File: config.mk
export PLATFORM = sky130hd
export DESIGN_NAME = mem_arbiter_flat
export DESIGN_NICKNAME = d
export VERILOG_FILES = /design/src/rtl/mem_arbiter_if.sv /design/src/rtl/mem_arbiter.sv /design/src/flat_wrapper.sv
export SDC_FILE = /design/constraint.sdc
export NUM_CORES = 1
export LEC_CHECK = 0
export CORE_MARGIN = 8
export CORE_UTILIZATION = 38
export DETAILED_ROUTE_END_ITERATION = 7
export PLACE_DENSITY = 0.83
export RECOVER_POWER = 50
export SLEW_MARGIN = 20
export SYNTH_ARGS = -nofsm -noshare
export SYNTH_HDL_FRONTEND = slang
export SYNTH_SLANG_ARGS = --single-unit
File: constraint.sdc
create_clock -name clk -period 2.03 [get_ports clk]
set_input_delay 0.3045 -clock clk [delete_from_list [all_inputs] [get_ports clk]]
set_output_delay 0.3045 -clock clk [all_outputs]
set_load 0.05 [all_outputs]
File: src/rtl/mem_arbiter_if.sv
// mem_arbiter_if: request, grant, read-return and memory bus signals shared
// between the CPU, the DMA engine, the arbiter and the memory decoder.
// The slave modport is the arbiter's view; master is the surrounding system.
interface mem_arbiter_if;
    logic        cpu_req;
    logic        cpu_we;
    logic [15:0] cpu_addr;
    logic [7:0]  cpu_wdata;
    logic        cpu_gnt;
    logic        cpu_rvalid;

    logic        dma_req;
    logic        dma_we;
    logic [15:0] dma_addr;
    logic [7:0]  dma_wdata;
    logic        dma_gnt;
    logic        dma_rvalid;

    logic [7:0]  rd_data;
    logic        mem_en;
    logic        mem_we;
    logic [15:0] mem_addr;
    logic [7:0]  mem_wdata;
    logic [7:0]  mem_rdata;
    logic [1:0]  owner;

    modport slave (
        input  cpu_req, cpu_we, cpu_addr, cpu_wdata,
        input  dma_req, dma_we, dma_addr, dma_wdata,
        input  mem_rdata,
        output cpu_gnt, cpu_rvalid, dma_gnt, dma_rvalid,
        output rd_data, mem_en, mem_we, mem_addr, mem_wdata, owner
    );

    modport master (
        output cpu_req, cpu_we, cpu_addr, cpu_wdata,
        output dma_req, dma_we, dma_addr, dma_wdata,
        output mem_rdata,
        input  cpu_gnt, cpu_rvalid, dma_gnt, dma_rvalid,
        input  rd_data, mem_en, mem_we, mem_addr, mem_wdata, owner
    );
endinterface

File: src/rtl/mem_arbiter.sv
// mem_arbiter: shares the single synchronous memory port between the 6502
// core and the DMA engine. One access per cycle, registered onto the bus;
// read data is steered back by a tag recorded when the read was issued.
// Optional feature macro: ARB_TURNAROUND_EN inserts a dead TURN cycle on
// every owner switch; when undefined ownership switches directly.
module mem_arbiter #(
    parameter int unsigned MAX_BURST = 4
) (
    input logic           clk,
    input logic           reset,
    mem_arbiter_if.slave  bus
);

    localparam logic [7:0] BURST_MAX = 8'(MAX_BURST);

    typedef enum logic [3:0] {
        IDLE = 4'b0001,
        CPU  = 4'b0010,
        DMA  = 4'b0100,
        TURN = 4'b1000
    } state_t;

    state_t      state;
    state_t      next_state;
    logic [7:0]  burst_cnt;
    logic [7:0]  next_cnt;
    logic        pend_dma;
    logic        next_pend;
    logic        issue_cpu;
    logic        issue_dma;

    logic        cpu_gnt_q;
    logic        dma_gnt_q;
    logic        mem_we_q;
    logic [15:0] mem_addr_q;
    logic [7:0]  mem_wdata_q;
    logic        rd_pend;
    logic        rd_tag;

    // Decide who gets the bus next cycle; DMA has priority out of IDLE and
    // the burst limit only bites when the CPU is actually waiting.
    always_comb begin
        next_state = state;
        next_cnt   = burst_cnt;
        next_pend  = pend_dma;
        issue_cpu  = 1'b0;
        issue_dma  = 1'b0;
        unique case (state)
            IDLE: begin
                if (bus.dma_req) begin
                    next_state = DMA;
                    issue_dma  = 1'b1;
                    next_cnt   = 8'd1;
                end else if (bus.cpu_req) begin
                    next_state = CPU;
                    issue_cpu  = 1'b1;
                end
            end
            CPU: begin
                if (bus.dma_req) begin
`ifdef ARB_TURNAROUND_EN
                    next_state = TURN;
                    next_pend  = 1'b1;
`else
                    next_state = DMA;
                    issue_dma  = 1'b1;
                    next_cnt   = 8'd1;
`endif
                end else if (bus.cpu_req) begin
                    issue_cpu = 1'b1;
                end else begin
                    next_state = IDLE;
                end
            end
            DMA: begin
                if (bus.dma_req && !(burst_cnt == BURST_MAX && bus.cpu_req)) begin
                    issue_dma = 1'b1;
                    if (burst_cnt < BURST_MAX)
                        next_cnt = burst_cnt + 8'd1;
                end else begin
                    next_cnt = 8'd0;
                    if (bus.cpu_req) begin
`ifdef ARB_TURNAROUND_EN
                        next_state = TURN;
                        next_pend  = 1'b0;
`else
                        next_state = CPU;
                        issue_cpu  = 1'b1;
`endif
                    end else begin
                        next_state = IDLE;
                    end
                end
            end
            TURN: begin
                if (pend_dma) begin
                    if (bus.dma_req) begin
                        next_state = DMA;
                        issue_dma  = 1'b1;
                        next_cnt   = 8'd1;
                    end else begin
                        next_state = IDLE;
                    end
                end else begin
                    if (bus.cpu_req) begin
                        next_state = CPU;
                        issue_cpu  = 1'b1;
                    end else begin
                        next_state = IDLE;
                    end
                end
            end
            default: begin
                next_state = IDLE;
                next_cnt   = 8'd0;
            end
        endcase
    end

    // Register the state, the winning request onto the bus and the read tag.
    always_ff @(posedge clk) begin
        if (reset) begin
            state       <= IDLE;
            burst_cnt   <= 8'd0;
            pend_dma    <= 1'b0;
            cpu_gnt_q   <= 1'b0;
            dma_gnt_q   <= 1'b0;
            mem_we_q    <= 1'b0;
            mem_addr_q  <= 16'h0000;
            mem_wdata_q <= 8'h00;
            rd_pend     <= 1'b0;
            rd_tag      <= 1'b0;
        end else begin
            state     <= next_state;
            burst_cnt <= next_cnt;
            pend_dma  <= next_pend;
            cpu_gnt_q <= issue_cpu;
            dma_gnt_q <= issue_dma;
            if (issue_dma) begin
                mem_we_q    <= bus.dma_we;
                mem_addr_q  <= bus.dma_addr;
                mem_wdata_q <= bus.dma_wdata;
            end else if (issue_cpu) begin
                mem_we_q    <= bus.cpu_we;
                mem_addr_q  <= bus.cpu_addr;
                mem_wdata_q <= bus.cpu_wdata;
            end else begin
                mem_we_q    <= 1'b0;
            end
            rd_pend <= (cpu_gnt_q | dma_gnt_q) & ~mem_we_q;
            if ((cpu_gnt_q | dma_gnt_q) & ~mem_we_q)
                rd_tag <= dma_gnt_q;
        end
    end

    // Owner code follows the one-hot state directly.
    always_comb begin
        unique case (state)
            CPU:     bus.owner = 2'b01;
            DMA:     bus.owner = 2'b10;
            TURN:    bus.owner = 2'b11;
            default: bus.owner = 2'b00;
        endcase
    end

    assign bus.cpu_gnt    = cpu_gnt_q;
    assign bus.dma_gnt    = dma_gnt_q;
    assign bus.mem_en     = cpu_gnt_q | dma_gnt_q;
    assign bus.mem_we     = mem_we_q;
    assign bus.mem_addr   = mem_addr_q;
    assign bus.mem_wdata  = mem_wdata_q;
    assign bus.cpu_rvalid = rd_pend & ~rd_tag;
    assign bus.dma_rvalid = rd_pend & rd_tag;
    assign bus.rd_data    = rd_pend ? bus.mem_rdata : 8'h00;

endmodule

File: src/flat_wrapper.sv
// flat-port wrapper written by rule: the top's interface ports become plain ports
module mem_arbiter_flat 
#(
    parameter int unsigned MAX_BURST = 4
)
  (clk, reset, bus_cpu_req, bus_cpu_we, bus_cpu_addr, bus_cpu_wdata, bus_dma_req, bus_dma_we, bus_dma_addr, bus_dma_wdata, bus_mem_rdata, bus_cpu_gnt, bus_cpu_rvalid, bus_dma_gnt, bus_dma_rvalid, bus_rd_data, bus_mem_en, bus_mem_we, bus_mem_addr, bus_mem_wdata, bus_owner);
  mem_arbiter_if bus_i ();
  input logic clk;
  input logic reset;
  input wire logic [$bits(bus_i.cpu_req)-1:0] bus_cpu_req;
  input wire logic [$bits(bus_i.cpu_we)-1:0] bus_cpu_we;
  input wire logic [$bits(bus_i.cpu_addr)-1:0] bus_cpu_addr;
  input wire logic [$bits(bus_i.cpu_wdata)-1:0] bus_cpu_wdata;
  input wire logic [$bits(bus_i.dma_req)-1:0] bus_dma_req;
  input wire logic [$bits(bus_i.dma_we)-1:0] bus_dma_we;
  input wire logic [$bits(bus_i.dma_addr)-1:0] bus_dma_addr;
  input wire logic [$bits(bus_i.dma_wdata)-1:0] bus_dma_wdata;
  input wire logic [$bits(bus_i.mem_rdata)-1:0] bus_mem_rdata;
  output wire logic [$bits(bus_i.cpu_gnt)-1:0] bus_cpu_gnt;
  output wire logic [$bits(bus_i.cpu_rvalid)-1:0] bus_cpu_rvalid;
  output wire logic [$bits(bus_i.dma_gnt)-1:0] bus_dma_gnt;
  output wire logic [$bits(bus_i.dma_rvalid)-1:0] bus_dma_rvalid;
  output wire logic [$bits(bus_i.rd_data)-1:0] bus_rd_data;
  output wire logic [$bits(bus_i.mem_en)-1:0] bus_mem_en;
  output wire logic [$bits(bus_i.mem_we)-1:0] bus_mem_we;
  output wire logic [$bits(bus_i.mem_addr)-1:0] bus_mem_addr;
  output wire logic [$bits(bus_i.mem_wdata)-1:0] bus_mem_wdata;
  output wire logic [$bits(bus_i.owner)-1:0] bus_owner;
  assign bus_i.cpu_req = bus_cpu_req;
  assign bus_i.cpu_we = bus_cpu_we;
  assign bus_i.cpu_addr = bus_cpu_addr;
  assign bus_i.cpu_wdata = bus_cpu_wdata;
  assign bus_i.dma_req = bus_dma_req;
  assign bus_i.dma_we = bus_dma_we;
  assign bus_i.dma_addr = bus_dma_addr;
  assign bus_i.dma_wdata = bus_dma_wdata;
  assign bus_i.mem_rdata = bus_mem_rdata;
  assign bus_cpu_gnt = bus_i.cpu_gnt;
  assign bus_cpu_rvalid = bus_i.cpu_rvalid;
  assign bus_dma_gnt = bus_i.dma_gnt;
  assign bus_dma_rvalid = bus_i.dma_rvalid;
  assign bus_rd_data = bus_i.rd_data;
  assign bus_mem_en = bus_i.mem_en;
  assign bus_mem_we = bus_i.mem_we;
  assign bus_mem_addr = bus_i.mem_addr;
  assign bus_mem_wdata = bus_i.mem_wdata;
  assign bus_owner = bus_i.owner;
  mem_arbiter #(.MAX_BURST(MAX_BURST)) u_core (.clk(clk), .reset(reset), .bus(bus_i));
endmodule
# Word-level counts from Yosys, hierarchy flattened
# Index checks and enable logic that the tools add are counted.
[op_classes]
add_sub_neg = 1
n_lt_le_gt_ge = 1
eq_ne = 10
mux = 26
bitwise = 7
n_reduce_logical = 7
[op_table]
columns = ["operator", "count"]
rows = [
  ["$mux 8", 6],
  ["$mux 16", 2],
  ["$pmux 8 s3", 1],
  ["$mux 4", 5],
  ["$pmux 4 s4", 1],
  ["$ne 3x3->1 const B", 3],
  ["$add 8x1->8 const B", 1],
  ["$eq 8x3->1 const B", 1],
  ["$lt 8x3->1 const B", 1],
  ["$mux 1", 7],
  ["$pmux 2 s3", 1],
  ["$reduce_and 3->1", 2],
  ["$eq 4x1->1 const B", 1],
  ["$eq 4x2->1 const B", 1],
  ["$eq 4x3->1 const B", 1],
  ["$eq 4x4->1 const B", 1],
  ["$and 1x1->1", 3],
  ["$not 1->1", 3],
  ["$pmux 1 s3", 1],
  ["$logic_and 1x1->1", 2],
  ["$mux 2", 1],
  ["$ne 2x1->1 const B", 1],
  ["$ne 2x2->1 const B", 1],
  ["$pmux 1 s2", 1],
  ["4 further kinds", 4],
]
[word_totals]
regBits = 41
inputBits = 62
output_inout_bits = 40
wordCells = 61

# Logic depth before layout (Yosys ltp)
[logic_depth]
ltp_word = 8
ltp_mapped = 9
depth_no_buf = 7

# Worst setup path before layout
# No wires, ideal clock.
[synth_path]
kind = "register -> register"
startpoint = "reg u_core.state[2]"
endpoint = "reg u_core.mem_addr_q[10], in the netlist u_core.bus.mem_addr[10]"
setup_time_ps = 119
arrival_ps = 1973
required_time_ps = 1911
slack_ps = -61
stages_incl_launch_ff = 9
path_buffers = 3
synth_period_minus_slack_ps = 2091
path_cell_list = "dfxtp_1 buf_2 nor3b_4 nand3_1 a21boi_1 buf_4 buf_4 mux2i_1 o2bb2ai_1"
[synth_via]
elab_chain_len = 4
word_cells_on_any_way = 9
cone_classes = "eq/ne: 4; mux: 3; reduce/logical: 2"
[synth_lines]
columns = ["item", "line", "text"]
rows = [
  ["start: declaration", "mem_arbiter.sv:23", "state_t state;"],
  ["start signal: assignment", "mem_arbiter.sv:134", "state <= next_state;"],
  ["$eq 4x1->1 / $eq 4x2->1 (equally long branches)", "mem_arbiter.sv:48", "unique case (state)"],
  ["$reduce_or 2->1 (no line)", "-", ""],
  ["$pmux 1 s3 / $pmux 1 s2 (equally long branches)", "mem_arbiter.sv:48", ""],
  ["$reduce_bool 2->1 (no line) / $mux 16 (equally long branches)", "-", ""],
  ["end signal: assignment", "mem_arbiter.sv:141", "mem_addr_q <= bus.dma_addr;"],
  ["end signal: assignment", "mem_arbiter.sv:145", "mem_addr_q <= bus.cpu_addr;"],
  ["end: declaration", "mem_arbiter.sv:35", "logic [15:0] mem_addr_q;"],
]
# Parallel ways exist; a longest one is shown, timed or not.
# A chain may end at the register's enable or synchronous reset.

# Worst setup path in the final report
[layout_path]
startpoint = "reg u_core.dma_gnt_q, in the netlist u_core.bus.dma_gnt"
endpoint = "out bus_mem_en"
[layout_via]
elab_chain_len = 1
[layout_lines]
columns = ["item", "line", "text"]
rows = [
  ["start: declaration", "mem_arbiter.sv:33", "logic dma_gnt_q;"],
  ["start signal: assignment", "mem_arbiter.sv:138", "dma_gnt_q <= issue_dma;"],
  ["$or 1x1->1", "mem_arbiter.sv:168", "assign bus.mem_en = cpu_gnt_q | dma_gnt_q;"],
  ["end: declaration", "flat_wrapper.sv:24", "output wire logic [$bits(bus_i.mem_en)-1:0] bus_mem_en;"],
]
# Every way passes these cells.

==> results summary <==
Synthesis produced a netlist with a net count of 240. The number of vias per cell came out at 5.09. The total of flip-flops plus latches after synthesis is 40. Synthesis produced 176 cells.

The remaining antenna violation count is 0. The largest individual stage delay along the critical path comes from the cell clkdlybuf4s50_1. The data arrival time of the worst path is 1.64 ns. The worst hold path class is flip-flop to flip-flop. At the end of routability-driven placement, the weighted congestion stood at 0.754. The placed wire-length estimate after detailed placement came out at 4380 um.

Once routing completed, OpenROAD measured the worst setup slack at 0.0896 ns. The global-route wire length before repair is 8760 um. The number of warnings printed during yosys synthesis is 0. Setup violations remaining at the end of the flow were counted as 0. The remaining max-slew budget at the tightest pin came out at 0.585.

The worst setup path is launched from a flip-flop. The via count of the first global-routing pass was 1,887. After the last flow step, the layout net total stands at 354. The share of the synthesized area in the top cell type is 0.438.

The worst supply voltage drop on vdd is 527 uV. Across every metal layer, demand over resource in global routing totals 0.149. After synthesis, the netlist uses 43 different library cells.

Entering global routing, the biggest net connects 26 pins. Before CTS, the worst setup slack after placement is -0.285 ns. The logic depth of the worst register-to-register path is 9. The end-of-flow core utilization is 0.679. The routed wire length is 5510 um. The number of I/O port buffers came out at 101. The total power draw is 0.00228 W. The cell area that synthesis handed to floorplanning was 1830 um^2. The most common cell after layout, fill and taps aside is clkdlybuf4s50_1.

The placed cell area came out at 3110 um^2. The synthesized design spends more area on one cell type than any other, namely dfxtp_1. TritonCTS built the clock tree. The master cell of the clock root buffer is clkbuf_8. The total via count in the routed design came out at 1,755. The critical path goes through or2_2 > clkdlybuf4s50_1. The time the final worst path needs with I/O delays and setup is 1.94 ns. The number of optimization iterations in the first detailed-route pass is 4. In this run the power density over the cells is 715 nW/um^2. The hold-fix buffer count after cts is 0. Final hold analysis gives a worst-case slack of 0.461 ns. The starting utilization of the core area came out at 0.390.

Relative to the synthesized area, the layout overhead comes to 74.2%. From left edge to right edge, the die measures 85.4 um. The buffer levels on the longest clock path came out at 2. The detailed-route wire length per cell came out at 16.0 um.

The worst-margin pin slew is 0.625 ns. The critical path in this run is classified as flip-flop to output port. For this run, design rule violations remaining after detail routing come to 0.

The worst hold path passes through 2 cells. Setup repair after global routing left no endpoint under its margin. The post-layout instance area is 3180 um^2. The flow ran to the end, and the final reports show no timing, DRC or antenna violations. The number of rows in the core area is 25. The core area is 4690 um^2. The antenna diode instance count came out at 0. The global-route congestion overflow total is 0. The portion of the clock cycle consumed by the worst path in the final layout came out at 0.956. The level count of the clock H-tree came out at 2.

In this run the static leakage power is 1.21 nW. The final number of max-transition violations came out at 0. 102 I/O pins were placed. The number of violations of the max-capacitance limit came out at 0.

The number of antenna violations at the first check in global routing is 0. Clock latency on the worst-skew pair, taken at its later pin, is 0.28 ns. The capturing element type of the critical path is an output port. The final-report hold violation count came out at 0. In the final layout, the share of cells above drive strength 1 is 0.151. After clock tree synthesis, the clock-pin slew on the worst setup and hold paths is 0.08 ns. By area the synthesized netlist is led by dfxtp_1 (44%), mux2i_1 (13%), o2bb2ai_1 (11%). The slack of the worst reg-to-reg path came out at 0.10 ns. The height of the chip is 85.4 um. The number of setup buffers added after CTS is 0.

STA puts the critical path data required time at 1.73 ns. In the layout the commonest cells are clkdlybuf4s50_1 (71), dfxtp_1 (40), mux2i_1 (24), o2bb2ai_1 (24), dlygate4sd3_1 (18). The largest stage delay on the critical path is 0.71 ns.

The sequential-to-total area share from yosys stat came out at 0.438. The worst clock skew is 0.00781 ns. Clock tree synthesis found a total of 40 sinks. The largest driver fanout on the critical path came out at 3. The first routing iteration left 77 violations. The number of buffers created by CTS is 5. Timing would allow up to 515 MHz. The floorplan die area came out at 7290 um^2. The per-instance average area after synthesis came out at 10.4 um^2.
[worst max-delay path: cells and delay by family, from the launching register on]
kind | cells | cell delay [ns]
buffers and inverters | 1 | 0.71
DFF | 1 | 0.33
and+or+nand+nor | 1 | 0.30
[worst paths after layout]
kind | start | to
setup / recovery | u_core.bus.dma_gnt | bus_mem_en
hold / removal | u_core.burst_cnt[7] | u_core.burst_cnt[7]
setup reg to reg | u_core.burst_cnt[0] | u_core.bus.mem_wdata[4]
hold reg to reg | u_core.burst_cnt[7] | u_core.burst_cnt[7]
[per-stage QoR]
step / TNS (ns) / std cells
after floorplan: 0 / 176
after global placement: -5.40 / 337
after detailed placement: -6.16 / 337
after CTS: 0 / 345
after global routing: 0 / 345
final: 0 / 345
[per-layer routing]
metal / wire length (um) / vias up / track usage
li1: - / 864 / -
met1: 2400 / 806 / 0.166
met2: 2550 / 79 / 0.247
met3: 464 / 6 / 0.0656
met4: 94 / 0 / 0.0541
met5: 0 / - / 0
[cell usage after synthesis]
| master | instances |
|---|---|
| o211ai_1 | 1 |
| a21boi_0 | 1 |
| nor3b_1 | 3 |
| buf_1 | 1 |
| nand3b_1 | 1 |
| nand2b_1 | 2 |
| nor3_1 | 1 |
| a21oi_1 | 7 |
| xnor2_1 | 1 |
| xor2_1 | 1 |
| inv_1 | 5 |
| a21o_1 | 1 |
| ha_1 | 2 |
| buf_4 | 3 |
| nand3_1 | 1 |
| o21bai_1 | 1 |
| clkbuf_1 | 2 |
| o21ai_1 | 1 |
| a31oi_4 | 1 |
| a21boi_1 | 1 |
| and3_1 | 1 |
| and2_1 | 9 |
| a41oi_1 | 2 |
| and4bb_2 | 1 |
| dfxtp_1 | 40 |
| nor2b_1 | 3 |
| nor3b_4 | 1 |
| or4_1 | 1 |
| mux2_4 | 1 |
| buf_2 | 7 |
| nor4b_1 | 1 |
| nor4b_2 | 1 |
| o21ai_0 | 1 |
| mux2i_1 | 24 |
| nor2_2 | 1 |
| or2_2 | 1 |
| nor2_1 | 13 |
| nand2_1 | 3 |
| a211oi_2 | 1 |
| a2bb2oi_1 | 1 |
| a211o_1 | 1 |
| o2bb2ai_1 | 24 |
| nand4bb_1 | 1 |
[registers in the layout, indices dropped and copies added (netlist names)]
name and flops:
u_core.bus.mem_addr 16, u_core.burst_cnt 8, u_core.bus.mem_wdata 8, u_core.state 3, u_core.bus.cpu_gnt 1, u_core.bus.dma_gnt 1
u_core.bus.mem_we 1, u_core.rd_pend 1, u_core.rd_tag 1
[area by class of cell]
| type | instances | area, um^2 |
|---|---|---|
| Clock inverter | 1 | 7.51 |
| Inverter | 5 | 18.8 |
| Clock buffer | 7 | 86.3 |
| Sequential cell | 40 | 801 |
| Tap cell | 54 | 67.6 |
| Multi-Input combinational cell | 118 | 960 |
| Fill cell | 366 | 1510 |
| Timing Repair Buffer | 120 | 1240 |
[kinds of logic (layout without fill, tap and decap cells)]
group                    after synthesis  after routing  synth area share
buffers and inverters                 18            133            0.0479
AND/OR/NAND/NOR                       45             45             0.153
flip-flops                            40             40             0.438
XOR/XNOR                               2              2           0.00958
adder cells (fa/ha/maj)                2              2            0.0137
multiplexers                          25             25             0.140
AO/OA/AOI/OAI                         44             44             0.198
[power by group]
part,internal (W),switching [W]
clock network,0.000276,0.000264
registers,0.000857,0.0000439
logic,0.000371,0.000463
total,0.00150,0.000772
[timing repair]
item / CTS / global route
gates resized for setup: 1 / 1
pin swaps: 0 / 0
endpoints found under the setup margin: 25 / 1
No activity file was read; power rests on OpenSTA's default activity.
